--- src/rtl/lr_shift_cmd_queue.sv ---
// Command FIFO plus result register wrapped around an external left/right shifter.
// The head command drives the shifter; its result is captured with a sequence tag.
module lr_shift_cmd_queue #(
  parameter int width = 8,
  parameter int DEPTH = 4,
  parameter int SEQ_W = 8
) (
  input  logic                       clk,
  input  logic                       rst,
  input  logic                       inValid,
  output logic                       inReady,
  input  logic [width-1:0]           inBits,
  input  logic [$clog2(width)-1:0]   inShift,
  input  logic                       inDir,
  output logic [width-1:0]           shIBits,
  output logic [$clog2(width)-1:0]   shShift,
  output logic                       shDir,
  input  logic [width-1:0]           shOBits,
  output logic                       outValid,
  input  logic                       outReady,
  output logic [width-1:0]           oBits,
  output logic [SEQ_W-1:0]           oSeq,
  output logic [$clog2(DEPTH+1)-1:0] level
);

  localparam int SH_W  = $clog2(width);
  localparam int PTR_W = $clog2(DEPTH);
  localparam int LVL_W = $clog2(DEPTH + 1);
  localparam logic [LVL_W-1:0] FULL_LVL = LVL_W'(DEPTH);

  logic [width-1:0] bits_mem_r  [DEPTH];
  logic [SH_W-1:0]  shift_mem_r [DEPTH];
  logic             dir_mem_r   [DEPTH];
  logic [SEQ_W-1:0] seq_mem_r   [DEPTH];

  logic [PTR_W-1:0] wr_ptr_r;
  logic [PTR_W-1:0] rd_ptr_r;
  logic [LVL_W-1:0] level_r;
  logic [SEQ_W-1:0] seq_r;
  logic             out_valid_r;
  logic [width-1:0] o_bits_r;
  logic [SEQ_W-1:0] o_seq_r;

  logic             push_s;
  logic             pop_s;
  logic             not_empty_s;
  logic [width-1:0] sh_bits_s;
  logic [SH_W-1:0]  sh_shift_s;
  logic             sh_dir_s;

  // inReady depends on occupancy alone, so a full queue refuses even while popping
  assign not_empty_s = (level_r != {LVL_W{1'b0}});
  assign inReady     = (level_r != FULL_LVL);
  assign push_s      = inValid && inReady;
  assign pop_s       = not_empty_s && (!out_valid_r || outReady);

  // Head entry drives the shifter; an empty queue presents zeros
  always_comb begin
    sh_bits_s  = {width{1'b0}};
    sh_shift_s = {SH_W{1'b0}};
    sh_dir_s   = 1'b0;
    if (not_empty_s) begin
      sh_bits_s  = bits_mem_r[rd_ptr_r];
      sh_shift_s = shift_mem_r[rd_ptr_r];
      sh_dir_s   = dir_mem_r[rd_ptr_r];
    end else begin
      sh_bits_s  = {width{1'b0}};
      sh_shift_s = {SH_W{1'b0}};
      sh_dir_s   = 1'b0;
    end
  end

  assign shIBits = sh_bits_s;
  assign shShift = sh_shift_s;
  assign shDir   = sh_dir_s;

  // Command storage, written at the tail on every accepted push
  always_ff @(posedge clk) begin
    if (rst) begin
      for (int i = 0; i < DEPTH; i++) begin
        bits_mem_r[i]  <= {width{1'b0}};
        shift_mem_r[i] <= {SH_W{1'b0}};
        dir_mem_r[i]   <= 1'b0;
        seq_mem_r[i]   <= {SEQ_W{1'b0}};
      end
    end else if (push_s) begin
      bits_mem_r[wr_ptr_r]  <= inBits;
      shift_mem_r[wr_ptr_r] <= inShift;
      dir_mem_r[wr_ptr_r]   <= inDir;
      seq_mem_r[wr_ptr_r]   <= seq_r;
    end
  end

  // Pointers, occupancy and tag counter; pointers and tag wrap naturally
  always_ff @(posedge clk) begin
    if (rst) begin
      wr_ptr_r <= {PTR_W{1'b0}};
      rd_ptr_r <= {PTR_W{1'b0}};
      level_r  <= {LVL_W{1'b0}};
      seq_r    <= {SEQ_W{1'b0}};
    end else begin
      if (push_s) begin
        wr_ptr_r <= wr_ptr_r + PTR_W'(1);
        seq_r    <= seq_r + SEQ_W'(1);
      end
      if (pop_s) begin
        rd_ptr_r <= rd_ptr_r + PTR_W'(1);
      end
      case ({push_s, pop_s})
        2'b10:   level_r <= level_r + LVL_W'(1);
        2'b01:   level_r <= level_r - LVL_W'(1);
        default: level_r <= level_r;
      endcase
    end
  end

  // Output register: loads on pop, otherwise holds until the consumer takes it
  always_ff @(posedge clk) begin
    if (rst) begin
      out_valid_r <= 1'b0;
      o_bits_r    <= {width{1'b0}};
      o_seq_r     <= {SEQ_W{1'b0}};
    end else if (pop_s) begin
      out_valid_r <= 1'b1;
      o_bits_r    <= shOBits;
      o_seq_r     <= seq_mem_r[rd_ptr_r];
    end else if (out_valid_r && outReady) begin
      out_valid_r <= 1'b0;
    end
  end

  assign outValid = out_valid_r;
  assign oBits    = o_bits_r;
  assign oSeq     = o_seq_r;
  assign level    = level_r;

endmodule

--- config.mk ---
export PLATFORM = sky130hd
export DESIGN_NAME = lr_shift_cmd_queue
export DESIGN_NICKNAME = d
export VERILOG_FILES = /design/src/rtl/lr_shift_cmd_queue.sv
export SDC_FILE = /design/constraint.sdc
export NUM_CORES = 1
export LEC_CHECK = 0
export CAP_MARGIN = 0
export CORE_MARGIN = 1
export CORE_UTILIZATION = 55
export DETAILED_ROUTE_END_ITERATION = 10
export GPL_TIMING_DRIVEN = 0
export PLACE_DENSITY = 0.78
export RECOVER_POWER = 25
export SYNTH_ARGS = -nofsm -noshare
export SYNTH_HDL_FRONTEND = slang
export SYNTH_SLANG_ARGS = --single-unit
--- constraint.sdc ---
create_clock -name clk -period 2.4 [get_ports clk]
set_clock_uncertainty 0.05 [all_clocks]
set_input_delay 0.48 -clock clk [delete_from_list [all_inputs] [get_ports clk]]
set_output_delay 0.48 -clock clk [all_outputs]
set_load 0.01 [all_outputs]
## Word level (Yosys, flattened, before mapping)

Memories as Yosys holds them, arrays and structs flattened. A register that Yosys moved wholly into a read port is not among the register bits.
Index checks and enable logic that the tools add are counted.

| operators by class | value |
|---|---|
| reduce and logical (&&, ||, !) cells | 12 |
| $add $sub $neg | 5 |
| eq/ne operators | 3 |
| muxes and demuxes | 29 |

Operators by type and width:

| cell | count |
|---|---|
| 2-to-1 mux 8 bit | 3 |
| 2-to-1 mux 2 bit | 10 |
| OR reduction 8 bit | 2 |
| 2-to-1 mux 1 bit | 13 |
| adder 8 x 1 -> 8 bit (second input constant) | 1 |
| 2-to-1 mux 3 bit | 2 |
| one-hot mux 3 bit (2 select lines) | 1 |
| adder 2 x 1 -> 2 bit (second input constant) | 2 |
| nonzero test 2 bit | 2 |
| adder 3 x 1 -> 3 bit (second input constant) | 1 |
| logical AND 1 bit | 3 |
| inequality test 3 bit (second input constant) | 1 |
| nonzero test 3 bit | 1 |
| OR reduction 3 bit | 1 |
| subtractor 3 x 1 -> 3 bit (second input constant) | 1 |
| == test 2 x 1 -> 1 bit (second input constant) | 1 |
| == test 2 bit (second input constant) | 1 |
| zero test 1 bit | 1 |
| logical OR 1 bit | 1 |
| OR reduction 1 bit | 1 |

| storage, ports and cells | value |
|---|---|
| register bits | 24 |
| memories | 4 |
| output and inout bits | 33 |
| bits of input ports | 24 |
| bits in writable memories | 80 |

Memory list:

| name | depth | width | read ports | clocked after memory_dff | wr ports | RTL line | source |
|---|---|---|---|---|---|---|---|
| bits_mem_r | 4 | 8 | 1 | 1 | 4 | 31 | `logic [width-1:0] bits_mem_r [DEPTH];` |
| seq_mem_r | 4 | 8 | 1 | 1 | 4 | 34 | `logic [SEQ_W-1:0] seq_mem_r [DEPTH];` |
| shift_mem_r | 4 | 3 | 1 | 1 | 4 | 32 | `logic [SH_W-1:0] shift_mem_r [DEPTH];` |
| dir_mem_r | 4 | 1 | 1 | 1 | 4 | 33 | `logic dir_mem_r [DEPTH];` |

## Longest topological paths before layout

Gate-level depths: netlist (run 1).

| logic depth | value |
|---|---|
| depth in word-level cells | 7 |
| mapped depth | 9 |
| mapped depth without buffers | 9 |

## Worst setup path after synthesis (run 1)

Ideal clock, no wire load.

| timing path | value |
|---|---|
| path type | reg2reg |
| start point | register level_r[2], in the netlist level[2] |
| end point | register level_r[2], in the netlist level[2] |
| stages on the path, launching flop included | 10 |
| data required time | 2.280 ns |
| path buffers | 0 |
| path slack | 0.053 ns |
| library setup time | 0.070 ns |
| arrival | 2.227 ns |
| clock period less this slack | 2.347 ns |
| cell sequence | dfxtp_1 -> nor3b_4 -> inv_1 -> nand2_1 -> ha_1 -> inv_1 -> fa_1 -> xor2_1 -> or3_1 -> a21oi_1 |

| on the way | value |
|---|---|
| word-level cells in the longest chain between the ends | 4 |
| elaborated cells between the ends (all ways) | 10 |

Ends and longest elaborated chain:

| item | RTL line | source |
|---|---|---|
| start, declared | 38 | `logic [LVL_W-1:0] level_r;` |
| start signal, assigned | 99 | `level_r <= {LVL_W{1'b0}};` |
| start signal, assigned | 110 | `2'b10: level_r <= level_r + LVL_W'(1);` |
| start signal, assigned | 111 | `2'b01: level_r <= level_r - LVL_W'(1);` |
| inequality test 3 bit * | 53 | `assign inReady = (level_r != FULL_LVL);` |
| net inReady | 11 | `output logic inReady,` |
| logical AND 1 bit * | 54 | `assign push_s = inValid && inReady;` |
| == test 2 x 1 -> 1 bit / == test 2 bit (equally long branches) | 109 | `case ({push_s, pop_s})` |
| one-hot mux 3 bit (2 select lines) / nonzero test 2 bit (equally long branches) | - |  |

The timed path passes the listed nets; every way through them passes the cells marked *.
A chain may end at the register's enable or synchronous reset.

==> results.yml, run 1 <==
clock_network:
  clock-root-buffer: "clkbuf_8"
  cts_tree: "yes"
  cts_hold_buf: 0
  clockBufferDepth: 2
  clkSinkCount: 114
  cts_buffers: 17
  cts-htree-levels: 4
  clk_latency_ns: 0.52
  path_clk_slew_ns: 0.06
power_and_ir_drop:
  worst_ir_drop_vdd_v: 0.000642
  powerDensity_nw_per_um2: 1120
  power.leakage_nw: 2.39
routing:
  ant_nets: 0
  via_per_inst: 5.81
  totalWireLength_um: 11600
  drtIter0Drc: 284
  route.vias.total: 3408
  drcViolationCount: 14
  wl_per_cell_um: 19.7
  drt_pass1_iterations: 7
global_routing:
  grt_overflow: 0
  grt_first_pass_wirelength_um: 18700
  grt_use_total: 0.267
  grt_pass1_vias: 3561
  grt_max_degree: 21
  antenna_found_initial: 0
sta:
  slew_violations: 0
  finalCritPeriodShare: 1.02
  setup_viol: 9
  fmax_ghz: 0.408
  slew_headroom: 0.556
  timing.hold.ws_ns: 0.300
  worstMarginPinSlew_ns: 0.666
  setup_ws_ns: -0.0498
  hold_violations: 0
  tns_ns: -0.304
  rsz0062_at_grt: "yes"
  period_minus_slack_ns: 2.45
critical_path:
  critPathRequiredTime_ns: 1.87
  startpoint_type: "flip-flop"
  crit_arrival_ns: 1.92
  endpoint_kind: "output port"
  cpMostUsedCell: "buf_12"
  crit_slowest_cell: "mux4_2"
  worstPathMaxFanout: 6
  cpPeakStageDelay_ns: 0.48
  cpLargestDelayFamily: "multiplexers"
  path_buf_inv: 3
  path_cells: "buf_12, buf_12, mux4_2, and2_4, buf_6"
  critPathKind: "reg2out"
min_path:
  min_path_type: "in2reg"
final_layout:
  area_delta_synth_final_pct: 28.3
  nets: 493
  fillers: 573
  seq_area_um2: 3090
  drive_gt1_frac: 0.221
  stdcell_count: 587
  multiInputGateArea_um2: 1810
  diodes: 0
floorplanning:
  start_util: 0.571
  die_x_um: 97.7
  core-area_um2: 8810
  fp.dieH_um: 97.7
  die_area_um2: 9540
  num_rows: 34
  ioPinCount: 57
synthesis:
  ys_ff_latch: 114
  synth.distinct_cells: 38
  syn_area_um2: 5030
  netlist_top_cells_area: "edfxtp_1 (48%), dfxtp_1 (14%), and2_1 (11%)"
  avgSynthCellArea_um2: 13.1
  synth_nets: 411
  ys_seq_area_frac: 0.613
  netlist.area_leader.share: 0.477
  synth_warnings: 0
  synth_area_leader_cell: "edfxtp_1"
  synthCells: 384
placed_design:
  dpl.hpwl_um: 7000
  place_congestion: 0.771
  io_buffers: 55
  place_inst: 549
job:
  cap_violations: 0
status:
  status: "complete, but fails checks"
  violations: "DRC, setup timing"
-- worst reg2reg max path, cell delays in order, from the launching register on --
cell and delay [ns]:
dfxtp_2 0.36, nor3b_2 0.27, clkbuf_1 0.34, clkbuf_1 0.37
nor2_1 0.16, clkbuf_2 0.26, and2_0 0.22
-- layout by cell type (no fill, tap or decap), types with 3 or more instances in the layout --
master and count:
buf_4 7, mux4_2 20, buf_6 9, or4_1 3, and2_0 13, nand3_1 21, clkdlybuf4s50_1 43, nor2_1 8
nor2b_1 5, and2_1 71, edfxtp_1 80, o31ai_1 3, clkbuf_8 4, clkbuf_1 17, dfxtp_1 30, nand2b_1 3
o21ai_0 21, clkbuf_16 20, or3_1 4, inv_1 5, and2_4 8, buf_2 5, a21oi_1 27, clkbuf_2 5
-- final cells by class --
class | count | area share
multi-input combinational | 236 | 0.280
buffer | 26 | 0.0231
sequential | 114 | 0.479
clock inverter | 6 | 0.00562
timing repair buffer | 65 | 0.102
clock buffer | 26 | 0.0856
tap | 108 | 0.0209
inverter | 6 | 0.00349
-- final timing paths --
path,from,to,slack [ns],cells after the start
max,flip-flop,shIBits[5],-0.05,5
min,inValid,seq_r[1],0.30,3
max reg2reg,level[0],seq_mem_r[3][3],0.12,6
min reg2reg,oBits[5],oBits[5],0.42,2
-- where the power goes --
group / leakage (nW) / internal (mW) / switching [mW]
clock: 0.290 / 1.57 / 0.854
sequential: 1.11 / 2.41 / 0.164
combinational: 0.985 / 1.16 / 1.09
-- cell usage after synthesis --
| cell type | instances |
|---|---|
| ha_1 | 2 |
| clkbuf_2 | 3 |
| mux4_2 | 20 |
| buf_6 | 4 |
| xor2_1 | 2 |
| o31ai_1 | 3 |
| or2_2 | 1 |
| a41o_1 | 1 |
| o21ai_0 | 21 |
| nand3_1 | 21 |
| clkbuf_1 | 14 |
| dfxtp_1 | 34 |
| or3_1 | 5 |
| edfxtp_1 | 80 |
| inv_1 | 6 |
| nor3_1 | 2 |
| nand4_1 | 2 |
| nor3_2 | 1 |
| nand2_1 | 3 |
| a21oi_1 | 27 |
| nor3b_4 | 1 |
| a21o_1 | 1 |
| nand2b_1 | 3 |
| buf_4 | 2 |
| buf_2 | 2 |
| nor4b_2 | 1 |
| o21bai_1 | 2 |
| a311oi_1 | 1 |
| or4_1 | 3 |
| a31o_1 | 1 |
| nor4_1 | 2 |
| nor2b_1 | 5 |
| nor2_1 | 9 |
| mux2_4 | 1 |
| and2_1 | 92 |
| fa_1 | 1 |
| mux2_2 | 2 |
| buf_1 | 3 |
-- metal layers --
layer / global-route usage / wire length (um) / vias up
met1: 0.319 / 4780 / 1685
met5: 0 / 0 / -
met3: 0.0669 / 583 / 24
met2: 0.448 / 5930 / 136
met4: 0.135 / 296 / 0
li1: - / - / 1563
-- per-stage QoR --
step                area [um2]  utilization  total power, mW  setup WS (ns)
finish                    6460        0.733             7.24        -0.0498
global route              6460        0.733             7.54         -0.109
CTS                       6390        0.726             7.10         -0.127
detailed placement        5770        0.655             4.59         -0.579
global placement          5720        0.649             4.52          -1.12
floorplan                 5030            -             3.77         0.0529
-- flip-flops by register name, indices dropped and copies added (netlist names), 3 cells and up, named ones only --
| signal | count |
|---|---|
| bits_mem_r | 32 |
| seq_mem_r | 32 |
| shift_mem_r | 12 |
| oBits | 8 |
| oSeq | 8 |
| seq_r | 8 |
| dir_mem_r | 4 |
| level | 3 |
-- cells by family after synthesis --
group / after synthesis / share of synthesized area
mux: 23 / 0.0970
xor+xnor: 2 / 0.00348
flops: 114 / 0.613
compound gates: 57 / 0.0622
fa+ha+maj: 3 / 0.00895
buf+inv: 34 / 0.0341
simple gates: 151 / 0.182
-- repair_timing --
action | CTS | global route
setup endpoints to repair | 40 | 44
pin swaps | 2 | 3
resized for setup | 63 | 22
setup buffers | 2 | 6
Note: power is estimated with default switching activity, not from simulation.
==> inputs of run 2 (changes only) <==
==> constraint.sdc (replaced) <==
create_clock -name clk -period 2.4 [get_ports clk]
set_clock_uncertainty 0.05 [all_clocks]
set_input_delay 0.24 -clock clk [delete_from_list [all_inputs] [get_ports clk]]
set_output_delay 0.24 -clock clk [all_outputs]
set_load 0.01 [all_outputs]
==> run 2 against run 1 <==
Effect of this change:
- setup slack improved by 0.13 ns
- final cell count fell by 1.2%
- the flow finishes with violations (DRC)
- register-to-register slack gained 0.02 ns
- die area did not move
- global-route usage unchanged
- critical path type unchanged
==> results.yml, run 2 (same netlist as run 1, synthesis figures left out) <==
status:
  status: "complete, but fails checks"
  violations: "DRC"
clock_network:
  clk_latency_ns: 0.53
  clockBufferDepth: 2
  cts-htree-levels: 4
  path_clk_slew_ns: 0.06
  cts_buffers: 17
  clock-root-buffer: "clkbuf_8"
  clkSinkCount: 114
  cts_tree: "yes"
global_routing:
  grt_use_total: 0.267
  grt_max_degree: 21
  grt_first_pass_wirelength_um: 18700
  grt_overflow: 0
  antenna_found_initial: 0
  grt_pass1_vias: 3586
critical_path:
  crit_slowest_cell: "mux4_2"
  path_buf_inv: 2
  rr_startpoint: "level[0]"
  endpoint_kind: "output port"
  cpPeakStageDelay_ns: 0.51
  startpoint_type: "flip-flop"
  crit_arrival_ns: 2.03
  critPathKind: "reg2out"
  critPathRequiredTime_ns: 2.11
  worstPathMaxFanout: 10
  path_cells: "buf_12, mux4_2, and2_1, dlygate4sd2_1"
  cpLargestDelayFamily: "multiplexers"
sta:
  rsz0062_at_grt: "no"
  setup_viol: 0
  hold_violations: 0
  worstMarginPinSlew_ns: 1.05
  slew_headroom: 0.297
  slew_violations: 0
  finalCritPeriodShare: 0.968
  tns_ns: 0
  period_minus_slack_ns: 2.32
  fmax_ghz: 0.430
  timing.hold.ws_ns: 0.0593
min_path:
  min-delay-start: "inValid"
  min_path_type: "in2reg"
final_layout:
  final_common_cell: "and2_1"
  reg.largest.list: "bits_mem_r (32), seq_mem_r (32), shift_mem_r (12)"
  final_util: 0.722
  fillers: 594
  area_delta_synth_final_pct: 26.4
  drive_gt1_frac: 0.165
  final_cell_mix: "and2_1 (81), edfxtp_1 (80), dfxtp_1 (30)"
  stdcell_count: 580
  nets: 486
  diodes: 0
floorplanning:
  ioPinCount: 57
  die_x_um: 97.7
  die_area_um2: 9540
  num_rows: 34
  start_util: 0.571
  core-area_um2: 8810
  fp.dieH_um: 97.7
routing:
  route.met3.wl_um: 587
  wl_per_cell_um: 19.8
  via_per_inst: 5.85
  drcViolationCount: 14
  ant_nets: 0
  drt_pass1_iterations: 8
  dr.max_layer_used: "met4"
  totalWireLength_um: 11500
  drtIter0Drc: 326
  wirelength_met1_um: 4670
  route.vias.total: 3395
  wl_met2_um: 5980
power_and_ir_drop:
  worst_ir_drop_vdd_v: 0.000650
  powerDensity_nw_per_um2: 1090
  power.leakage_nw: 2.43
placed_design:
  io_buffers: 55
  dpl.hpwl_um: 7000
  place_congestion: 0.771
  place_inst: 549
job:
  cap_violations: 0
## run 2: cell count changes in the layout (fill, tap and decap cells not counted), moves of 2 or more
cell             before  now
clkdlybuf4s50_1      43   25
dlygate4sd3_1         0   18
and2_1               71   81
dlygate4sd2_1         0   10
and2_4                8    0
buf_6                 9    1
buf_4                 7    0
and2_0               13   11
buf_2                 5    3
clkdlybuf4s15_1       2    0
dlymetal6s2s_1        0    2
## run 2: tightest hold or removal path, stage by stage
cell      delay (ns)
clkbuf_2        0.16
nand3_1         0.12
a21oi_1         0.06
## run 2: power breakdown
group	internal, mW	total, mW	switching, mW	leakage (nW)
combinational	0.935	1.96	1.02	1.03
sequential	2.41	2.57	0.166	1.11
clock	1.57	2.42	0.853	0.290
## run 2: through the flow
step,power [mW],cell area [um2],setup WS (ns)
finish,6.95,6360,0.0771
global route,7.27,6360,0.0127
CTS,7.03,6380,0.0106
detailed placement,4.59,5770,-0.339
global placement,4.52,5720,-0.875
floorplan,3.77,5030,0.0529
## run 2: path summary, 6_finish.rpt
path | endpoint | slack [ns] | depth (start not counted)
setup / recovery | shIBits[3] | 0.08 | 4
hold / removal | seq_r[1] | 0.06 | 3
setup reg to reg | level[2] | 0.14 | 9
hold reg to reg | oSeq[3] | 0.42 | 2
## run 2: cell type report
class,instances,area [um2],share of cell area
inverter,6,22.5,0.00354
buffer,26,143,0.0224
tap,108,135,0.0213
multi-input combinational,236,1790,0.281
clock buffer,26,553,0.0870
clock inverter,6,36.3,0.00571
sequential,114,3090,0.486
timing repair buffer,58,589,0.0927
## run 2: metal layers
layer,track usage,up-vias
li1,-,1553
met5,0,-
met3,0.0655,25
met4,0.134,0
met1,0.322,1684
met2,0.446,133
## run 2: timing repair
item / CTS / global route
hold buffers: 0 / 0
resized for setup: 23 / 9
endpoints found under the setup margin: 15 / 14
buffers inserted: 1 / 0
==> inputs of run 3 (changes only) <==
--- a/config.mk
+++ b/config.mk
@@ -9,7 +9,7 @@
 export CORE_MARGIN = 1
 export CORE_UTILIZATION = 55
 export DETAILED_ROUTE_END_ITERATION = 10
-export GPL_TIMING_DRIVEN = 0
+export GPL_TIMING_DRIVEN = 1
 export PLACE_DENSITY = 0.78
 export RECOVER_POWER = 25
 export SYNTH_ARGS = -nofsm -noshare
==> run 3 against run 2 <==
Effect of this change:
- the flow still finishes with violations (DRC)
- register-to-register slack worse by 0.02 ns
- non-clock buffer count is 8 lower
- utilization hardly changed
- power is 3.1% higher
- sequential share of layout area is 0.16 points lower
- critical endpoint is now shIBits[4]
- first-iteration DRC count is 44% lower
==> results.yml, run 3 (same netlist as run 1, synthesis figures left out) <==
status:
  status: "complete, but fails checks"
  violations: "DRC"
power_and_ir_drop:
  power.leakage_nw: 2.38
  powerDensity_nw_per_um2: 1130
  worst_ir_drop_vdd_v: 0.000461
final_layout:
  final_cell_mix: "and2_1 (90), edfxtp_1 (80), clkdlybuf4s50_1 (44)"
  fin_area_um2: 6360
  fillers: 598
  stdcell_count: 572
  area_delta_synth_final_pct: 26.4
  final_common_cell: "and2_1"
  reg.largest.list: "bits_mem_r (32), seq_mem_r (32), shift_mem_r (12)"
  drive_gt1_frac: 0.164
  diodes: 0
  nets: 478
  final_util: 0.722
placed_design:
  io_buffers: 56
  dpl.hpwl_um: 6200
  place_area_um2: 5790
  place_inst: 540
  pre_cts_ws_ns: 0.0447
  place_congestion: 0.736
min_path:
  min_path_type: "in2reg"
  min-delay-start: "shOBits[3]"
routing:
  ant_nets: 0
  drt_pass1_iterations: 7
  wl_per_cell_um: 18.8
  totalWireLength_um: 10800
  route.vias.total: 3298
  drcViolationCount: 14
  drtIter0Drc: 184
  via_per_inst: 5.77
clock_network:
  clk_latency_ns: 0.52
  cts_buffers: 17
  cts_tree: "yes"
  cts-htree-levels: 4
  path_clk_slew_ns: 0.05
  clockBufferDepth: 2
  clock-root-buffer: "clkbuf_8"
  clkSinkCount: 114
floorplanning:
  core-area_um2: 8810
  start_util: 0.571
  num_rows: 34
  ioPinCount: 57
  fp.dieH_um: 97.7
  die_area_um2: 9540
  die_x_um: 97.7
sta:
  setup_viol: 0
  tns_ns: 0
  hold_violations: 0
  slew_headroom: 0.510
  finalCritPeriodShare: 0.960
  period_minus_slack_ns: 2.30
  worstMarginPinSlew_ns: 0.734
  rsz0062_at_grt: "no"
  slew_violations: 0
  setup_ws_ns: 0.0954
  fmax_ghz: 0.434
global_routing:
  grt_overflow: 0
  grt_max_degree: 42
  grt_use_total: 0.245
  antenna_found_initial: 0
  grt_first_pass_wirelength_um: 17100
  grt_pass1_vias: 3394
critical_path:
  critPathKind: "reg2out"
  crit_arrival_ns: 2.01
  critPathRequiredTime_ns: 2.11
  startpoint_type: "flip-flop"
  worstPathMaxFanout: 12
  endpoint_kind: "output port"
  rr_startpoint: "level[0]"
job:
  cap_violations: 0
run 3: cell count changes in the layout (fill, tap and decap cells not counted), moves of 3 or more:
cell             previous run  this run
and2_0                     11         2
and2_1                     81        90
buf_2                       3         0
buf_4                       0        12
bufinv_16                   0         5
clkbuf_1                   18         5
clkbuf_16                  20        16
clkbuf_2                    6         2
clkbuf_8                    4         1
clkdlybuf4s50_1            25        44
dfxtp_1                    30        33
dlygate4sd3_1              18         0
run 3: final timing paths:
path / to / slack, ns / cells after the start
worst max-delay path: shIBits[4] / 0.1 / 4
worst min-delay path: oBits[3] / 0.23 / 3
worst max register to register: level[2] / 0.12 / 8
worst min register to register: oSeq[0] / 0.43 / 2
run 3: critical path, stage by stage, from the launching register on:
cell and delay [ns]:
dfxtp_1 0.36, buf_12 0.17, mux4_2 0.50, and2_1 0.17, dlygate4sd2_1 0.29
run 3: metal layers:
| layer | up-vias | share of wire | GRT usage |
|---|---|---|---|
| met5 | - | 0 | 0 |
| met4 | 0 | 0.020 | 0.103 |
| met1 | 1642 | 0.40 | 0.277 |
| met3 | 19 | 0.054 | 0.0669 |
| li1 | 1532 | - | - |
| met2 | 105 | 0.53 | 0.435 |
run 3: area by class of cell:
type | count | area [um2] | area share
sequential | 114 | 3080 | 0.485
timing repair buffer | 76 | 717 | 0.113
clock inverter | 13 | 190 | 0.0299
multi-input combinational | 236 | 1790 | 0.281
clock buffer | 19 | 422 | 0.0663
inverter | 6 | 22.5 | 0.00354
tap | 108 | 135 | 0.0212
run 3: power breakdown:
| group | switching (mW) | internal, mW | total, mW | leakage [nW] |
|---|---|---|---|---|
| clock network | 0.852 | 1.77 | 2.62 | 0.302 |
| registers | 0.203 | 2.40 | 2.60 | 1.11 |
| logic | 0.974 | 0.971 | 1.94 | 0.966 |
| total | 2.03 | 5.14 | 7.17 | 2.38 |
run 3: what timing repair did:
action,4_1_cts,5_1_grt
gates resized for setup,13,3
hold buffers,0,0
gates cloned,0,0
setup endpoints to repair,12,1
buffers inserted,0,0
run 3: through the flow:
step           hold WS [ns]  power (mW)
4_1_cts               0.218        7.21
2_1_floorplan         0.338        3.77
5_1_grt               0.237        7.45
6_report              0.233        7.17
3_3_place_gp          0.409        4.56
3_5_place_dp          0.418        4.64
